## src/rtl/pattern_stream_gen_pkg.sv

```systemverilog
// Shared definitions for the pattern stream generator: mode encodings and
// default seed / LFSR tap mask.
package stream_gen_pkg;

   typedef enum logic [1:0] {
      MODE_UP   = 2'd0,
      MODE_DOWN = 2'd1,
      MODE_LFSR = 2'd2,
      MODE_WALK = 2'd3
   } mode_e;

   localparam logic [31:0] DEFAULT_SEED = 32'hFAFBFCFD;
   localparam logic [31:0] DEFAULT_POLY = 32'h80200003;

endpackage

```

## src/rtl/pattern_stream_gen_if.sv

```systemverilog
// Valid/ready stream carrying the generated pattern words.
interface pattern_stream_gen_if #(
   parameter int WIDTH = 32
);
   logic [WIDTH-1:0] data;
   logic             valid;
   logic             ready;

   modport master (output data, output valid, input ready);
   modport slave  (input data, input valid, output ready);
endinterface

```

## src/rtl/pattern_stream_gen_step.sv

```systemverilog
// Combinational next-pattern function: count up/down, Galois LFSR, walking one.
module pattern_step
   import stream_gen_pkg::*;
#(
   parameter int               WIDTH = 32,
   parameter logic [WIDTH-1:0] POLY  = WIDTH'(DEFAULT_POLY)
) (
   input  logic [WIDTH-1:0] cur,
   input  mode_e            mode,
   output logic [WIDTH-1:0] nxt
);

   logic [WIDTH-1:0] lfsr_val;

   always_comb begin
      lfsr_val = (cur >> 1) ^ (cur[0] ? POLY : '0);
      nxt      = cur;
      case (mode)
         MODE_UP:   nxt = cur + WIDTH'(1);
         MODE_DOWN: nxt = cur - WIDTH'(1);
         // An all-zero LFSR state would lock up, so it is forced back to 1.
         MODE_LFSR: nxt = (lfsr_val == '0) ? WIDTH'(1) : lfsr_val;
         MODE_WALK: nxt = (cur == '0) ? WIDTH'(1) : {cur[WIDTH-2:0], cur[WIDTH-1]};
      endcase
   end

endmodule

```

## src/rtl/pattern_stream_gen.sv

```systemverilog
// Rate-timed pattern source: offers one word every period+1 enabled cycles,
// counts accepted words and words dropped because the previous one was still pending.
module pattern_stream_gen
   import stream_gen_pkg::*;
#(
   parameter int               WIDTH    = 32,
   parameter int               PERIOD_W = 8,
   parameter logic [WIDTH-1:0] SEED     = WIDTH'(DEFAULT_SEED),
   parameter logic [WIDTH-1:0] POLY     = WIDTH'(DEFAULT_POLY)
) (
   input  logic                clk,
   input  logic                rst,
   input  logic                en,
   input  logic [PERIOD_W-1:0] period,
   input  logic [1:0]          mode,
   input  logic                reload,
   pattern_stream_gen_if.master stream,
   output logic [31:0]         words,
   output logic [15:0]         missed,
   output logic                ovf
);

   logic [PERIOD_W-1:0] timer_reg;
   logic                valid_reg;
   logic [WIDTH-1:0]    data_reg;
   logic [31:0]         words_reg;
   logic [15:0]         missed_reg;
   logic                ovf_reg;

   logic                due;
   logic                hs;
   logic [WIDTH-1:0]    step_nxt;
   logic [WIDTH-1:0]    reload_val;

   // The >= compare lets a shrinking period take effect without a wrap.
   assign due = en && (timer_reg >= period);
   assign hs  = valid_reg && stream.ready;

   pattern_step #(
      .WIDTH (WIDTH),
      .POLY  (POLY)
   ) u_step (
      .cur  (data_reg),
      .mode (mode_e'(mode)),
      .nxt  (step_nxt)
   );

   always_comb begin
      reload_val = SEED;
      if (mode_e'(mode) == MODE_WALK || (mode_e'(mode) == MODE_LFSR && SEED == '0))
         reload_val = WIDTH'(1);
   end

   always_ff @(posedge clk or posedge rst) begin
      if (rst) begin
         timer_reg  <= '0;
         valid_reg  <= 1'b0;
         data_reg   <= SEED;
         words_reg  <= '0;
         missed_reg <= '0;
         ovf_reg    <= 1'b0;
      end else begin
         if (en)
            timer_reg <= due ? '0 : timer_reg + PERIOD_W'(1);

         if (due)
            valid_reg <= 1'b1;
         else if (hs)
            valid_reg <= 1'b0;

         if (reload)
            data_reg <= reload_val;
         else if (hs)
            data_reg <= step_nxt;

         if (hs)
            words_reg <= words_reg + 32'd1;

         if (due && valid_reg && !hs) begin
            ovf_reg <= 1'b1;
            if (missed_reg != 16'hFFFF)
               missed_reg <= missed_reg + 16'd1;
         end
      end
   end

   assign stream.data  = data_reg;
   assign stream.valid = valid_reg;
   assign words        = words_reg;
   assign missed       = missed_reg;
   assign ovf          = ovf_reg;

endmodule

```

## src/flat_wrapper.sv

```systemverilog
// flat-port wrapper written by rule: the top's interface ports become plain ports
module pattern_stream_gen_flat import stream_gen_pkg::*;
#(
   parameter int               WIDTH    = 32,
   parameter int               PERIOD_W = 8,
   parameter logic [WIDTH-1:0] SEED     = WIDTH'(DEFAULT_SEED),
   parameter logic [WIDTH-1:0] POLY     = WIDTH'(DEFAULT_POLY)
)
  (clk, rst, en, period, mode, reload, words, missed, ovf, stream_data, stream_valid, stream_ready);
  pattern_stream_gen_if #(.WIDTH(WIDTH)) stream_i ();
  input  logic clk;
  input  logic rst;
  input  logic en;
  input  logic [PERIOD_W-1:0] period;
  input  logic [1:0] mode;
  input  logic reload;
  output logic [31:0] words;
  output logic [15:0] missed;
  output logic ovf;
  output wire logic [$bits(stream_i.data)-1:0] stream_data;
  output wire logic [$bits(stream_i.valid)-1:0] stream_valid;
  input wire logic [$bits(stream_i.ready)-1:0] stream_ready;
  assign stream_data = stream_i.data;
  assign stream_valid = stream_i.valid;
  assign stream_i.ready = stream_ready;
  pattern_stream_gen #(.WIDTH(WIDTH), .PERIOD_W(PERIOD_W), .SEED(SEED), .POLY(POLY)) u_core (.clk(clk), .rst(rst), .en(en), .period(period), .mode(mode), .reload(reload), .stream(stream_i), .words(words), .missed(missed), .ovf(ovf));
endmodule
```

## config.mk

```make
export PLATFORM = sky130hd
export DESIGN_NAME = pattern_stream_gen_flat
export DESIGN_NICKNAME = d
export VERILOG_FILES = /design/src/rtl/pattern_stream_gen_pkg.sv /design/src/rtl/pattern_stream_gen_if.sv /design/src/rtl/pattern_stream_gen_step.sv /design/src/rtl/pattern_stream_gen.sv /design/src/flat_wrapper.sv
export SDC_FILE = /design/constraint.sdc
export NUM_CORES = 1
export LEC_CHECK = 0
export CAP_MARGIN = 25
export CORE_MARGIN = 2
export CORE_UTILIZATION = 31
export DETAILED_ROUTE_END_ITERATION = 6
export PLACE_DENSITY_LB_ADDON = 0.1
export SLEW_MARGIN = 20
export SYNTH_ARGS = -nofsm -noshare
export SYNTH_HDL_FRONTEND = slang
export SYNTH_SLANG_ARGS = --single-unit
```

## constraint.sdc

```tcl
create_clock -name clk -period 9.5 [get_ports clk]
set_input_delay 2.375 -clock clk [delete_from_list [all_inputs] [get_ports clk]]
set_output_delay 2.375 -clock clk [all_outputs]
set_load 0.01 [all_outputs]
```

==> impl_metrics.py, run 1 <==
metrics = {
    "outcome": {
        "status": "completed",
    },
    "floorplan": {
        "rows": 54,
        "die_width_um": 154,
        "core-area_mm2": 0.0220,
        "start_util_pct": 31.7,
        "die_h_um": 154,
        "num_io_pins": 97,
        "die-area_mm2": 0.0237,
    },
    "logic_synthesis": {
        "synth_top_cell_by_area": "dfrtp_1",
        "synth_nets": 857,
        "yosys_warnings": 0,
        "synth-edff-count": 0,
        "synth_area_mm2": 0.00696,
        "synth_seq_cells": 90,
        "ys_types": 84,
        "ys_seq_area_share_pct": 32.8,
        "synthFlopType": "dfrtp_1",
        "avgSynthCellArea_um2": 8.40,
        "yosysTopAreaCellShare_pct": 23.0,
        "syn_inst": 829,
        "yosys-top-cells-area": "dfrtp_1, dfstp_2, xnor2_1",
        "synth-async-reset-ratio_pct": 100,
    },
    "timing": {
        "relSlewSlack_pct": 35.5,
        "finalClockSkew_ps": 11.5,
        "tightest_slew_ps": 961,
        "drv_slew": 0,
        "fin_tns_setup_ps": 0,
        "setup_viol": 0,
        "post-route-period-util_pct": 59.1,
        "timing.fmax_mhz": 178,
        "rsz0062_at_grt": "false",
        "hold_viol_final": 0,
        "layout_min_cycle_time_ps": 5620,
    },
    "clock_tree": {
        "post_cts.repair.setup_buffers": 0,
        "clkTransAtPathRegs_ps": 80,
        "cts_hold_buffers": 0,
        "cts_buffers": 9,
        "htree_levels": 3,
        "cts_buffer_depth": 2,
        "cts_sinks": 90,
        "cts_tree": "yes",
        "cts_root_buf": "clkbuf_16",
        "ctsResizeCount": 0,
        "clk-insertion-delay-late_ps": 360,
    },
    "power": {
        "power_w": 0.00123,
        "p_switching_w": 0.000460,
        "clkPwrFrac_pct": 30.3,
        "vdd_drop_max_uv": 79.1,
        "power_frac_seq_pct": 43.0,
        "netSwitchingFraction_pct": 37.3,
        "comb_power_share_pct": 26.7,
        "power.density_mw_per_mm2": 148,
        "internal_power_w": 0.000773,
        "leakage_nw": 3.30,
    },
    "global_routing": {
        "antenna_found_initial": 0,
        "grt_first_pass_wirelength_um": 37200,
        "grt_max_degree": 52,
        "grt_pass1_vias": 6275,
        "grt-ovfl-total": 0,
        "grt.total_usage_pct": 19.8,
    },
    "setup_path": {
        "r2r_start": "u_core.stream.data[1]$_DFFE_PP0P_",
        "critPathKind": "input pin to flop",
        "critPathRequiredTime_ps": 9720,
        "arrival_ps": 5840,
        "critPathCaptureType": "flop",
        "path_max_fanout": 39,
        "crit_start": "mode[1]",
        "start_kind": "input pin",
    },
    "layout": {
        "utilization_pct": 37.9,
        "multi_input_comb_area_mm2": 0.00426,
        "drive_gt1_share_pct": 11.0,
        "instances_no_fill": 1165,
        "fin_area_mm2": 0.00832,
        "fillers": 2270,
        "area_delta_synth_final_pct": 19.5,
        "finalNetCount": 908,
        "regArea_mm2": 0.00228,
        "insertedDiodeCount": 0,
    },
    "route": {
        "route.detailed.drc": 0,
        "dr.first_iter.drc_count": 356,
        "totalWireLength_um": 23200,
        "ant_nets": 0,
        "drt_first_pass_iters": 5,
        "vias": 6538,
        "via_per_inst": 5.61,
        "wl_per_cell_um": 19.9,
    },
    "placed_design": {
        "hpwl_um": 15900,
        "dp.cells": 1149,
        "dpl_cell_area_mm2": 0.00802,
        "gp_congestion": 0.876,
        "io_buffer_count": 96,
    },
    "min_path": {
        "holdCritPathClass": "flop to flop",
        "hp-start": "u_core.ovf$_DFFE_PP0P_",
    },
    "flow_run": {
        "maxCapViolations": 0,
    },
}
## layout by cell type (no fill, tap or decap), types with 9 or more instances in the layout
cell / instances
buf_4: 10
xnor2_1: 48
dfstp_2: 26
nand2_1: 71
or3_1: 9
o31ai_1: 9
a221oi_1: 12
mux2i_1: 21
nor4_1: 10
o21ai_0: 32
xor2_1: 25
mux2_2: 9
dfrtp_1: 64
nand4_1: 21
nor3_1: 30
nor2_1: 93
nand3_1: 49
and3_1: 11
clkbuf_16: 9
ha_1: 13
clkdlybuf4s50_1: 95
a31oi_1: 9
a21oi_1: 41
inv_1: 22
## logic make-up (layout without fill, tap and decap cells)
family,count (synthesis),in the layout,share of synthesized area [%]
AOI/OAI and AO/OA,178,178,18.2
adders and majority gates,13,13,2.34
buffers and inverters,90,146,6.06
DFF,90,90,32.8
muxes,30,30,4.47
and+or+nand+nor,355,355,26.9
xor gates and xnor gates,73,73,9.18
## layer usage
metal / up-vias / share of wire, % / track usage, %
met4: 0 / 2.2 / 6.23
li1: 3122 / - / -
met5: - / 0 / 0
met3: 27 / 4.7 / 3.24
met1: 3215 / 47 / 27.9
met2: 174 / 46 / 31.0
## final cells by class
class                   instances  area share (%)
clock buffers                   9            2.71
inverters                      24            1.11
repair buffers                106            12.4
multi-input cells             649            51.2
flip-flops and latches         90            27.5
well taps                     280            4.21
clock inverters                 7           0.917
## cells in the mapped netlist (10+ instances only)
| cell | count |
|---|---|
| dfrtp_1 | 64 |
| a21oi_1 | 41 |
| a221oi_1 | 12 |
| dfstp_2 | 26 |
| clkbuf_1 | 36 |
| inv_1 | 23 |
| nor2_1 | 94 |
| xnor2_1 | 48 |
| xor2_1 | 25 |
| nor4_1 | 10 |
| nand3_1 | 49 |
| buf_2 | 15 |
| ha_1 | 13 |
| mux2i_1 | 21 |
| and3_1 | 11 |
| o21ai_0 | 32 |
| nor3_1 | 30 |
| nand2_1 | 71 |
| nand4_1 | 21 |
## path summary, 6_finish.rpt
check | end | slack [ps] | cells after the start
worst max-delay path | u_core.stream.data[18]$_DFFE_PP0P_ | 3880 | 13
worst min-delay path | u_core.ovf$_DFFE_PP0P_ | 480 | 1
worst max register to register | u_core.stream.data[18]$_DFFE_PP0P_ | 6350 | 10
worst min register to register | u_core.ovf$_DFFE_PP0P_ | 480 | 1
max in group asynchronous | u_core.stream.data[18]$_DFFE_PP0P_ | 5990 | 3
min in group asynchronous | u_core.words[27]$_DFFE_PP0P_ | 2410 | 2
## power by group through the flow
stage	registers (W)	clock network, W	logic (W)
final	0.000530	0.000374	0.000329
after global routing	0.000541	0.000404	0.000367
after CTS	0.000528	0.000391	0.000333
after detailed placement	0.000535	0	0.000331
after global placement	0.000537	0	0.000330
after floorplan	0.000486	0	0.000245
## worst max-delay path: stages
cell	delay, ps
clkdlybuf4s50_1	460
buf_4	390
nor2b_2	70
buf_4	240
xnor2_1	160
ha_1	300
nor4_2	360
nand2_1	180
o32a_1	430
mux2i_1	180
mux2_2	350
a221oi_1	260
nor2_1	70
## metrics by stage
stage	hold WS (ps)	setup WS [ps]
6_report	477	3880
5_1_grt	504	3670
4_1_cts	484	3930
3_5_place_dp	451	3570
3_3_place_gp	462	3630
2_1_floorplan	504	4280
Power figures use the tool's default switching activity.
==> run 2: changes to the inputs <==
==> constraint.sdc (replaced) <==
create_clock -name clk -period 5.9 [get_ports clk]
set_input_delay 1.475 -clock clk [delete_from_list [all_inputs] [get_ports clk]]
set_output_delay 1.475 -clock clk [all_outputs]
set_load 0.01 [all_outputs]
==> run 2 against run 1 <==
Global-route usage is essentially flat. Total power grew 67%. Largest power group unchanged. Design area grew 0.80%. Critical endpoint is now u_core.stream.data[29]$_DFFE_PP1P_.
==> impl_metrics.py, run 2 (synthesis results as in run 1) <==
metrics = {
    "flow_run": {
        "maxCapViolations": 0,
    },
    "setup_path": {
        "crit_start": "mode[1]",
        "path_max_fanout": 38,
        "critPathRequiredTime_ps": 6190,
        "path_cells": "clkdlybuf4s50_1 > buf_4 > nand2b_1 > o21ai_0 > a211oi_1 > o41ai_4 > o221ai_1 > mux2_2 > o21ai_1",
        "critPathKind": "input pin to flop",
        "crit_path_max_incr_delay_ps": 790,
        "critPathBufInv": 2,
        "arrival_ps": 4420,
        "cpLargestDelayFamily": "compound AO/OA/AOI/OAI gates",
        "r2r_start": "u_core.stream.data[1]$_DFFE_PP0P_",
        "start_kind": "input pin",
        "critPathCaptureType": "flop",
        "slowest_stage": "a211oi_1",
    },
    "clock_tree": {
        "clk-insertion-delay-late_ps": 360,
        "cts_root_buf": "clkbuf_16",
        "cts_buffer_depth": 2,
        "clkTransAtPathRegs_ps": 80,
        "cts_hold_buffers": 0,
        "cts_sinks": 90,
        "htree_levels": 3,
        "ctsResizeCount": 0,
        "cts_tree": "yes",
        "post_cts.repair.setup_buffers": 0,
        "cts_buffers": 9,
    },
    "floorplan": {
        "num_io_pins": 97,
        "start_util_pct": 31.7,
        "rows": 54,
        "die_h_um": 154,
        "die-area_mm2": 0.0237,
        "die_width_um": 154,
        "core-area_mm2": 0.0220,
    },
    "route": {
        "route.detailed.drc": 0,
        "vias": 6595,
        "via_per_inst": 5.64,
        "ant_nets": 0,
        "totalWireLength_um": 23300,
        "dr.first_iter.drc_count": 334,
        "drt_first_pass_iters": 5,
        "wl_per_cell_um": 20.0,
    },
    "timing": {
        "finalClockSkew_ps": 10.0,
        "relSlewSlack_pct": 39.5,
        "tightest_slew_ps": 901,
        "layout_min_cycle_time_ps": 4130,
        "rsz0062_at_grt": "false",
        "setup_viol": 0,
        "post-route-period-util_pct": 70.0,
        "fin_tns_setup_ps": 0,
        "postLayoutSetupSlackWorst_ps": 1770,
        "hold_viol_final": 0,
        "drv_slew": 0,
        "timing.fmax_mhz": 242,
    },
    "layout": {
        "utilization_pct": 38.2,
        "fin_area_mm2": 0.00839,
        "final_cell_mix": "clkdlybuf4s50_1, nor2_1, nand2_1",
        "area_delta_synth_final_pct": 20.5,
        "layout_commonest_cell": "clkdlybuf4s50_1",
        "finalNetCount": 911,
        "drive_gt1_share_pct": 11.1,
    },
    "min_path": {
        "holdCritPathClass": "flop to flop",
        "hp-start": "u_core.ovf$_DFFE_PP0P_",
    },
    "placed_design": {
        "gp_congestion": 0.872,
        "post-place-ws_ps": 1450,
        "io_buffer_count": 96,
        "dpl_cell_area_mm2": 0.00803,
        "hpwl_um": 16000,
    },
    "power": {
        "power_w": 0.00206,
        "leakage_nw": 3.34,
        "power.density_mw_per_mm2": 246,
        "vdd_drop_max_uv": 150,
    },
    "global_routing": {
        "grt.total_usage_pct": 19.8,
        "grt_first_pass_wirelength_um": 37100,
        "antenna_found_initial": 0,
        "grt-ovfl-total": 0,
        "grt_max_degree": 75,
        "grt_pass1_vias": 6376,
    },
    "outcome": {
        "status": "completed",
    },
}
run 2: cell types whose count changed in the layout (fill, tap and decap cells not counted), sizes merged:
cell	previous run	this run
buf	11	14
bufinv	0	2
clkinv	2	1
diode	0	1
inv	29	28
run 2: cell type report:
| class | count | area (um2) |
|---|---|---|
| antenna | 1 | 2.50 |
| clock inverter | 7 | 108 |
| tap | 280 | 350 |
| sequential | 90 | 2280 |
| fill | 2235 | 13600 |
| multi-input combinational | 649 | 4260 |
| timing repair buffer | 109 | 1070 |
| inverter | 24 | 92.6 |
| clock buffer | 9 | 225 |
run 2: worst paths after layout:
check                                                     end  slack, ps  cells after the start
max in group asynchronous  u_core.stream.data[14]$_DFFE_PP1P_       3690                      3
min                                    u_core.ovf$_DFFE_PP0P_        470                      1
min in group asynchronous              u_core.ovf$_DFFE_PP0P_       1490                      2
min reg2reg                            u_core.ovf$_DFFE_PP0P_        470                      1
max reg2reg                u_core.stream.data[18]$_DFFE_PP0P_       2740                     10
max                        u_core.stream.data[29]$_DFFE_PP1P_       1770                      9
run 2: worst reg2reg max path: stages (launching register included):
cell and delay, ps:
dfrtp_1 560, inv_1 200, xnor2_1 170, ha_1 290, nor4_2 360, nand2_1 190, o32a_1 440, mux2i_1 180
mux2_2 350, a221oi_1 230, nor2_1 60
run 2: report_power, final:
part / switching [W] / leakage [nW] / internal, W
clock: 0.000295 / 0.166 / 0.000382
sequential: 0.000159 / 1.14 / 0.000698
combinational: 0.000286 / 2.03 / 0.000246
total: 0.000739 / 3.34 / 0.00133
run 2: through the flow:
stage / instances / hold WS (ps)
6_report: 1169 / 475
5_1_grt: 1168 / 497
4_1_cts: 1167 / 482
3_5_place_dp: 1151 / 451
3_3_place_gp: 1151 / 462
2_1_floorplan: 829 / 504
run 2: routing by layer:
| metal | GRT usage [%] | up-vias | wire [um] |
|---|---|---|---|
| li1 | - | 3131 | - |
| met1 | 26.4 | 3213 | 10600 |
| met2 | 32.4 | 215 | 10900 |
| met3 | 3.41 | 36 | 1260 |
| met4 | 6.85 | 0 | 552 |
| met5 | 0 | - | 0 |
==> run 3: changes to the inputs <==
==> constraint.sdc (replaced) <==
create_clock -name clk -period 3.4 [get_ports clk]
set_input_delay 0.85 -clock clk [delete_from_list [all_inputs] [get_ports clk]]
set_output_delay 0.85 -clock clk [all_outputs]
set_load 0.01 [all_outputs]
==> run 3 against run 2 <==
Sequential power is 72% higher. Non-clock buffer count is 51 higher. Via count is 3.4% higher. Setup slack worse by 1500 ps. Final cell count is 4.3% higher. Largest power group unchanged. Critical path type unchanged.
==> impl_metrics.py, run 3 (synthesis results as in run 1) <==
metrics = {
    "setup_path": {
        "path_max_fanout": 4,
        "critPathKind": "input pin to flop",
        "arrival_ps": 3400,
        "worst-path-stages": 11,
        "critPathCaptureType": "flop",
        "critPathRequiredTime_ps": 3650,
        "r2r_setup_slack_ps": 510,
        "path_cells": "clkdlybuf4s50_1 > nor2b_2 > xnor2_1 > ha_2 > nand2_1 > nor3_4 > a22oi_2 > or3_1 > nor3b_1 > a21oi_1 > a211o_1",
        "crit_path_max_incr_delay_ps": 460,
        "cpLargestDelayFamily": "simple AND/OR/NAND/NOR gates",
        "timing.rr.end": "u_core.stream.data[18]$_DFFE_PP0P_",
        "r2r_start": "u_core.stream.data[1]$_DFFE_PP0P_",
        "critPathBufInv": 1,
        "start_kind": "input pin",
        "slowest_stage": "clkdlybuf4s50_1",
        "crit_start": "mode[1]",
        "r2r_cells": 10,
    },
    "route": {
        "dr.first_iter.drc_count": 432,
        "vias": 6821,
        "drt_first_pass_iters": 5,
        "via_per_inst": 5.60,
        "wl_per_cell_um": 20.3,
        "ant_nets": 0,
        "route.detailed.drc": 0,
        "totalWireLength_um": 24700,
    },
    "power": {
        "p_switching_w": 0.00134,
        "netSwitchingFraction_pct": 37.7,
        "clkPwrFrac_pct": 30.0,
        "internal_power_w": 0.00222,
        "vdd_drop_max_uv": 200,
        "leakage_nw": 3.60,
        "power_frac_seq_pct": 41.2,
        "power_w": 0.00356,
        "comb_power_share_pct": 28.8,
        "power.density_mw_per_mm2": 404,
    },
    "clock_tree": {
        "clk-insertion-delay-late_ps": 360,
        "htree_levels": 3,
        "cts_sinks": 90,
        "ctsResizeCount": 0,
        "cts_root_buf": "clkbuf_16",
        "post_cts.repair.setup_buffers": 0,
        "clkTransAtPathRegs_ps": 80,
        "cts_buffers": 9,
        "cts_tree": "yes",
        "cts_buffer_depth": 2,
        "cts_hold_buffers": 0,
    },
    "timing": {
        "timing.fmax_mhz": 317,
        "setup_viol": 0,
        "post-route-period-util_pct": 92.8,
        "tightest_slew_ps": 906,
        "hold_viol_final": 0,
        "rsz0062_at_grt": "false",
        "layout_min_cycle_time_ps": 3150,
        "relSlewSlack_pct": 39.3,
        "drv_slew": 0,
        "fin_tns_setup_ps": 0,
        "finalClockSkew_ps": 11.0,
    },
    "layout": {
        "fillers": 2272,
        "drive_gt1_share_pct": 16.2,
        "layout_commonest_cell": "clkdlybuf4s50_1",
        "area_delta_synth_final_pct": 26.7,
        "finalNetCount": 962,
        "insertedDiodeCount": 0,
        "final_cell_mix": "clkdlybuf4s50_1, nor2_1, nand2_1",
    },
    "outcome": {
        "status": "completed",
    },
    "min_path": {
        "holdCritPathClass": "flop to flop",
        "holdPathStages": 1,
        "hold_end": "u_core.ovf$_DFFE_PP0P_",
        "hp-start": "u_core.ovf$_DFFE_PP0P_",
    },
    "placed_design": {
        "gp_congestion": 0.916,
        "io_buffer_count": 96,
        "hpwl_um": 17500,
    },
    "flow_run": {
        "maxCapViolations": 0,
    },
    "global_routing": {
        "grt_first_pass_wirelength_um": 38700,
        "grt_max_degree": 41,
        "grt-ovfl-total": 0,
        "antenna_found_initial": 0,
        "grt_pass1_vias": 6620,
        "grt.total_usage_pct": 20.8,
    },
    "floorplan": {
        "start_util_pct": 31.7,
        "rows": 54,
        "core-area_mm2": 0.0220,
        "die_h_um": 154,
        "die-area_mm2": 0.0237,
        "die_width_um": 154,
        "num_io_pins": 97,
    },
}
run 3: cell count changes in the layout (fill, tap and decap cells not counted), sizes merged:
cell,before,now
buf,14,65
bufinv,2,0
clkinv,1,4
diode,1,0
inv,28,27
run 3: cell type report:
class	instances	area [um2]	area share, %
well taps	280	350	3.97
clock buffers	9	225	2.55
repair buffers	160	1510	17.1
clock inverters	7	81.3	0.922
multi-input cells	649	4280	48.5
flip-flops and latches	90	2280	25.9
inverters	24	92.6	1.05
run 3: layer usage:
metal	up-vias	wire length, um	track usage [%]	share of wire [%]
met5	-	0	0	0
met4	0	681	7.12	2.8
met3	42	1500	4.62	6.1
met2	256	11500	33.3	46
met1	3288	11100	27.7	45
li1	3235	-	-	-
run 3: metrics by stage:
stage / cells / setup slack (ps) / hold slack [ps] / utilization [%] / instance area [um2]
floorplan: 829 / -14.6 / 504 / - / 7000
global placement: 1203 / -58.1 / 462 / 38.8 / 8520
detailed placement: 1203 / -83.6 / 458 / 38.8 / 8520
CTS: 1219 / 281 / 482 / 40.2 / 8820
global route: 1219 / 39.1 / 510 / 40.2 / 8820
finish: 1219 / 246 / 477 / 40.2 / 8820
run 3: worst max path at each step:
| stage | endpoint | slack [ps] |
|---|---|---|
| 2_1_floorplan | u_core.stream.data[18]$_DFFE_PP0P_ | -10 |
| 3_3_place_gp | u_core.stream.data[20]$_DFFE_PP1P_ | -60 |
| 3_5_place_dp | u_core.stream.data[26]$_DFFE_PP0P_ | -80 |
| 4_1_cts | u_core.stream.data[26]$_DFFE_PP0P_ | 280 |
| 5_1_grt | u_core.stream.data[24]$_DFFE_PP0P_ | 40 |
| 6_report | u_core.stream.data[26]$_DFFE_PP0P_ | 250 |
run 3: power by group through the flow:
stage / logic [W] / registers, W / clock network (W)
finish: 0.00103 / 0.00147 / 0.00107
global route: 0.00113 / 0.00149 / 0.00114
CTS: 0.00104 / 0.00146 / 0.00111
detailed placement: 0.00103 / 0.00148 / 0
global placement: 0.00103 / 0.00149 / 0
floorplan: 0.000696 / 0.00136 / 0
